File: config.mk
export PLATFORM = sky130hd
export DESIGN_NAME = beta_regfile
export DESIGN_NICKNAME = d
export VERILOG_FILES = /design/src/rtl/beta_regfile.sv
export SDC_FILE = /design/constraint.sdc
export NUM_CORES = 2
export LEC_CHECK = 0
export ABC_CLOCK_PERIOD_IN_PS = 6700
export BUFFER_PORTS_ARGS = -buffer_cell sky130_fd_sc_hd__buf_4
export CORE_MARGIN = 2
export CORE_UTILIZATION = 30
export DETAILED_ROUTE_END_ITERATION = 8
export PLACE_DENSITY = 0.5
export SETUP_SLACK_MARGIN = 0.3
export SLEW_MARGIN = 30
export SYNTH_ARGS = -nofsm -noshare
export SYNTH_HDL_FRONTEND = slang
export SYNTH_SLANG_ARGS = --single-unit
File: constraint.sdc
create_clock -name clk -period 6.7 [get_ports clk]
set_clock_uncertainty 0.15 [all_clocks]
set_input_delay 1.34 -clock clk [delete_from_list [all_inputs] [get_ports clk]]
set_output_delay 1.34 -clock clk [all_outputs]
set_load 0.02 [all_outputs]
File: src/rtl/beta_regfile.sv
// ---------------------------------------------------------------------------
// beta_regfile
//
// Purpose:
//   32 x 32-bit register file for the Beta processor. It sits directly in
//   front of the ALU. Port 1 (rd1) supplies operand A. Port 2 (rd2) supplies
//   the B mux and the store-data path. The single write port is fed by the
//   writeback mux.
//   The z flag (rd1 == 0) drives the BEQ/BNE branch decision.
//   R31 reads as zero and is never stored.
//
// Ports:
//   clk     in   1        rising-edge clock
//   rst_n   in   1        asynchronous active-low reset, clears all registers
//   ra      in   AWIDTH   read address for port 1 (instr[20:16])
//   rb      in   AWIDTH   Rb field (instr[15:11])
//   rc      in   AWIDTH   Rc field (instr[25:21])
//   ra2sel  in   1        port-2 address select: 0 = rb, 1 = rc (ST reads Rc)
//   wa      in   AWIDTH   write address (Rc or XP already selected upstream)
//   wd      in   DWIDTH   write data from the writeback mux
//   werf    in   1        write enable
//   rd1     out  DWIDTH   contents of ra
//   rd2     out  DWIDTH   contents of (ra2sel ? rc : rb)
//   z       out  1        1 when rd1 is all zeros
//
// Optional feature (compile-time macro):
//   REGFILE_BYPASS_EN - when defined, a write in flight is forwarded to any
//   read port whose address matches it in the same cycle. The pipelined Beta
//   needs this when writeback and register read share a cycle. When the
//   macro is undefined, reads always return the stored contents.
// ---------------------------------------------------------------------------
module beta_regfile #(
    parameter int NREGS  = 32,
    parameter int DWIDTH = 32,
    parameter int AWIDTH = 5
) (
    input  logic              clk,
    input  logic              rst_n,
    input  logic [AWIDTH-1:0] ra,
    input  logic [AWIDTH-1:0] rb,
    input  logic [AWIDTH-1:0] rc,
    input  logic              ra2sel,
    input  logic [AWIDTH-1:0] wa,
    input  logic [DWIDTH-1:0] wd,
    input  logic              werf,
    output logic [DWIDTH-1:0] rd1,
    output logic [DWIDTH-1:0] rd2,
    output logic              z
);

    // The highest index is the architectural zero register.
    localparam logic [AWIDTH-1:0] ZERO_REG = AWIDTH'(NREGS - 1);

    // Only registers 0..NREGS-2 have storage.
    logic [DWIDTH-1:0] regs_q [NREGS-1];
    logic [DWIDTH-1:0] regs_d [NREGS-1];

    logic              write_en;
    logic [AWIDTH-1:0] rd2_addr;
    logic [DWIDTH-1:0] rd1_raw;
    logic [DWIDTH-1:0] rd2_raw;

    // A write is real only when enabled, aimed at a stored register, and
    // reset is not held. Including rst_n here keeps the bypass path quiet
    // during reset, so reads still see zeros. An X on werf makes this
    // condition non-true, so the if below takes the no-write path and the
    // stored state is left alone.
    always_comb begin
        write_en = (werf == 1'b1) && (wa != ZERO_REG) && rst_n;
    end

    // Next-state for the storage array: hold everything, then overlay the
    // single addressed register when a write is accepted.
    always_comb begin
        regs_d = regs_q;
        if (write_en) begin
            regs_d[wa] = wd;
        end
    end

    // Register array. An asynchronous reset clears every stored register.
    // The write itself happens only on a rising edge with reset released.
    always_ff @(posedge clk or negedge rst_n) begin
        if (!rst_n) begin
            for (int i = 0; i < NREGS - 1; i++) begin
                regs_q[i] <= '0;
            end
        end else begin
            regs_q <= regs_d;
        end
    end

    // Combinational reads from the stored contents. The zero register is
    // substituted for the array lookup, so index 31 never selects storage.
    always_comb begin
        rd2_addr = ra2sel ? rc : rb;
        rd1_raw  = (ra == ZERO_REG) ? '0 : regs_q[ra];
        rd2_raw  = (rd2_addr == ZERO_REG) ? '0 : regs_q[rd2_addr];
    end

    // Output selection. With bypass enabled, each port forwards wd
    // independently when its address matches the accepted write. z is
    // always taken from the final rd1, so it follows any forwarded value.
    always_comb begin
`ifdef REGFILE_BYPASS_EN
        rd1 = (write_en && (wa == ra))       ? wd : rd1_raw;
        rd2 = (write_en && (wa == rd2_addr)) ? wd : rd2_raw;
`else
        rd1 = rd1_raw;
        rd2 = rd2_raw;
`endif
        z = ~|rd1;
    end

endmodule

After elaboration in Yosys (flattened, before gate mapping). Cells that the tools add are included.

Logic and storage cells: 58. Register bits: 992. ROM bits: 0. Bits of input ports: 56. RAM bits: 0. Memories kept: 0. Latch bits: 0.

$mul: 0. Add/subtract/negate cells: 0. $lt $le $gt $ge: 4. Reductions and logical operators: 5. Bitwise gates (word level): 3. Shift operators: 0. Equal/unequal tests: 3. Div/mod/pow operators: 0. Multiplexer cells: 12.

Operators with widths (count): 992-bit bitwise mux (1); 32-bit binary-select mux with 5-bit select (2); 32-bit two-way mux (7); 32-bit demux with 5-bit select (1); 32-bit OR reduction (1); 6-bit >= comparator, second input constant (3); 5-bit NOT with 6-bit output (3); 5-bit equality test, second input constant (2); 6-bit by 1-bit < comparator with 1-bit output, second input constant (1); 5-bit two-way mux (1); 5-bit != test, second input constant (1); 1-bit logical AND (3); 1-bit zero test (1).

Depth between registers and ports, before layout.
Word-level depth: 7. Depth in mapped cells: 13. Gate-level depth less buffers: 7.

Least setup slack after synthesis. OpenSTA, ideal clock, no wires.

Path kind: input to output. Start point: input port ra[1]. End point: output port z. Path slack: 1252 ps. Arrival time: 3958 ps. Stages on the path: 11. Required time: 5210 ps. Buffers on the path: 5. Cells stage by stage: buf_6 buf_4 buf_6 buf_2 buf_2 mux4_2 a32oi_1 nand4_1 nor4_2 nand4_1 nor4_2.

Word-level cells in the longest chain between the ends: 7. Elaborated cells between the ends (all ways): 8. Those cells by class: eq/ne: 1; mux: 4; bitwise: 1; reduce/logical: 2.

Ends and longest elaborated chain: from (decl) (RTL line 39) `input logic [AWIDTH-1:0] ra,`; 5-bit NOT with 6-bit output (implied by the code) (RTL line 97) `rd1_raw = (ra == ZERO_REG) ? '0 : regs_q[ra];`; 32-bit binary-select mux with 5-bit select (RTL line 97); 32-bit two-way mux (implied by the code) (2 in a row) (RTL line 97); 32-bit two-way mux (*) (RTL line 97); via rd1[14] (RTL line 46) `output logic [DWIDTH-1:0] rd1,`; 32-bit OR reduction (*) (RTL line 112) `z = ~|rd1;`; 1-bit zero test (*) (RTL line 112); to (decl) (RTL line 48) `output logic z`.

The timed path passes the listed nets; every way through them passes the cells marked *. The select of a mux whose other input is x is not followed.

Worst setup path in the final report.
Start point: input port ra[2]. End point: output port z.

Word-level cells in the longest chain between the ends: 7. Elaborated cells between the ends (all ways): 8. Those cells by class: eq/ne: 1; mux: 4; bitwise: 1; reduce/logical: 2.

Ends and longest elaborated chain (RTL line): 5-bit NOT with 6-bit output (implied by the code) (97); 32-bit binary-select mux with 5-bit select (97); 32-bit two-way mux (implied by the code) (2 in a row) (97); 32-bit two-way mux (*) (97); 32-bit OR reduction (*) (112); 1-bit zero test (*) (112).

Mark *: on every way between the ends. The rest lies on a longest branch, timed or not. The select of a mux whose other input is x is not followed.

==> qor.csv <==
metric;value;unit
status;finished clean;
# hold bufs at CTS;0;
ys flop type;dfrtp_1;
Worst-path clk slew;60;ps
number of enable flip-flop cells after synthesis;0;
Tightest Pin Transition;1050;ps
initial antenna violation count;13;
Overall Global Routing Usage;23.0;%
post-CTS sizing;15;
met2 WL;102;mm
maxcap violations;0;
first-pass GRT wire length;297;mm
sequential area share after synthesis;46.4;%
most common cell in the synthesized netlist;mux2_2;
DRT antenna net count;0;
top post-synthesis cells by count;mux2_2 (1005), dfrtp_1 (992), mux4_2 (400);
# DRC;0;
core area;176000;sq um
Final Hold Vio Count;0;
detailed placement HPWL;128;mm
Hold WC Path Type;in2async;
Cell variety after synth;61;
Synthesis Warnings;0;
largest net degree at the start of global routing;159;
fin. max-slew vios;0;
RR Startpoint;regs_q[695];
top cell type's share of synthesized area;46.4;%
Largest Register;regs_q;
Pleak;27.3;nW
number of global-route vias before repair;37057;
Initial DRT Pass Iterations;5;
total power draw;0.0172;W
Initial Utilization;30.3;%
postcts setup bufs;0;
die width;426;microns
CTS buffer count;111;
CTS root buf;clkbuf_16;
Via-to-Cell Ratio;5.76;
Syn Area/Cell;13.9;sq um
final period utilization;95.7;%
Avg WL per Cell;33.2;microns
biggest regs;regs_q (992);
Total Wirelength;210;mm
CP startpoint kind;primary input;
number of flip-flops under the largest register name;992;
Ports;121;
grt ovf;0;
Final Setup Violations;0;
crit path launch;ra[2];
H-tree Lvls;3;
Final WS setup;288;ps
Critical Path Fanout Max;28;
Core Rows;154;
Syn Nets;3899;
Crit Path Class;in2out;
pre-CTS worst setup slack;-284;ps
Slew Limit Headroom;29.7;%
share of cells above drive strength 1;49.8;%
crit path capture type;primary output;
Max Used Layer;met5;
cell taking the most area after synthesis;dfrtp_1;
RSZ-0062 raised after global routing;no;
crit path time final;6410;ps
Mapped Area;53400;sq um
synth-to-layout area growth;16.1;%
met3 wire len;11.8;mm
Die ar.;182000;sq um
clock insertion delay at the later pin of the skew report;720;ps
post-layout instance area;62100;sq um
ranking of synthesized cells by area;dfrtp_1 (46%), mux2_2 (21%), mux4_2 (17%);
Worst VDD drop;0.000207;V
starting DRC count in detailed routing;3294;
Clock Sinks;992;
Die H;426;microns
CTS tree;yes;
Placer Congestion;0.861;
flip-flop and latch count after synthesis;992;
CTS max path bufs;3;
M1 wire length;86.4;mm
# nets final;3950;
placed cell area;58000;sq um
Peak Freq;0.156;GHz
Post-synth ARST share;100;%
# fillers;17050;
Critical Path RT;5210;ps
vias;36426;
arrival time worst endpoint;4920;ps
Power Dens Cells;278;nW/um^2
PortBufs;120;
Synth Instances;3843;
Hold Slack;370;ps
## final timing paths
path	to	slack, ps	cells past startpoint
hold reg to reg	regs_q[537]	370	1
setup reg to reg	regs_q[695]	5740	1
min in group clk	regs_q[537]	370	1
setup / recovery	z	290	11
max in group asynchronous	regs_q[340]	3360	4
hold / removal	regs_q[969]	370	1
## layout make-up
class	instances	area (sq um)	share of cell area, %
multi-input cells	2435	27200	43.8
flip-flops and latches	992	24800	40.0
inverters	15	57.6	0.0927
repair buffers	339	3210	5.16
clock buffers	169	3360	5.41
clock inverters	34	507	0.816
well taps	2340	2930	4.72
diodes	4	10.0	0.0161
## logic make-up (layout without fill, tap and decap cells)
family	after synthesis	count (layout)	synth area share (%)
multiplexers	1560	1560	41.3
AO/OA/AOI/OAI	323	323	4.05
AND/OR/NAND/NOR	552	552	4.69
other	0	4	0
buffers and inverters	416	557	3.53
flip-flops	992	992	46.4
## through the flow
stage | utilization (%) | TNS, ps | cells
finish | 35.2 | 0 | 6328
global route | 35.2 | 0 | 6327
CTS | 35.1 | 0 | 6321
detailed placement | 32.8 | -284 | 6116
global placement | 32.7 | -290 | 6110
floorplan | - | 0 | 3843
## placed cells by master (no fill, tap or decap), types with 9 or more instances in the layout
| cell type | instances |
|---|---|
| mux2_2 | 1001 |
| dfrtp_1 | 992 |
| mux4_2 | 400 |
| buf_4 | 286 |
| nand2_1 | 255 |
| nand3_1 | 147 |
| mux2i_1 | 140 |
| clkbuf_16 | 114 |
| o21ai_0 | 84 |
| a21oi_1 | 57 |
| a22oi_1 | 39 |
| o211ai_1 | 39 |
| nor2_1 | 34 |
| clkbuf_8 | 30 |
| buf_12 | 28 |
| clkbuf_1 | 25 |
| nor2_4 | 16 |
| a221oi_1 | 14 |
| clkinv_2 | 13 |
| o221ai_1 | 13 |
| mux4_1 | 12 |
| bufinv_16 | 12 |
| inv_1 | 11 |
| nand4_1 | 11 |
| buf_16 | 10 |
| buf_6 | 10 |
| a221o_1 | 9 |
## power by group
group	internal [W]	switching, W	leakage, nW	total [W]
logic	0.00170	0.00160	12.2	0.00330
registers	0.00679	0.000595	13.2	0.00738
clock network	0.00390	0.00266	1.88	0.00655
## per-layer routing
layer	vias up	GRT usage [%]
met5	-	0
met3	362	3.72
met2	1331	38.2
met1	20002	29.6
met4	8	9.84
li1	14723	-
## worst max-delay path, stage by stage
cell	delay [ps]
buf_8	270
buf_4	400
nand2_1	360
a221oi_1	400
a21oi_1	110
o21a_1	300
nor4_4	560
buf_4	200
nand3_1	210
nor4_4	470
buf_4	230
Note: power is estimated with default switching activity, not from simulation.
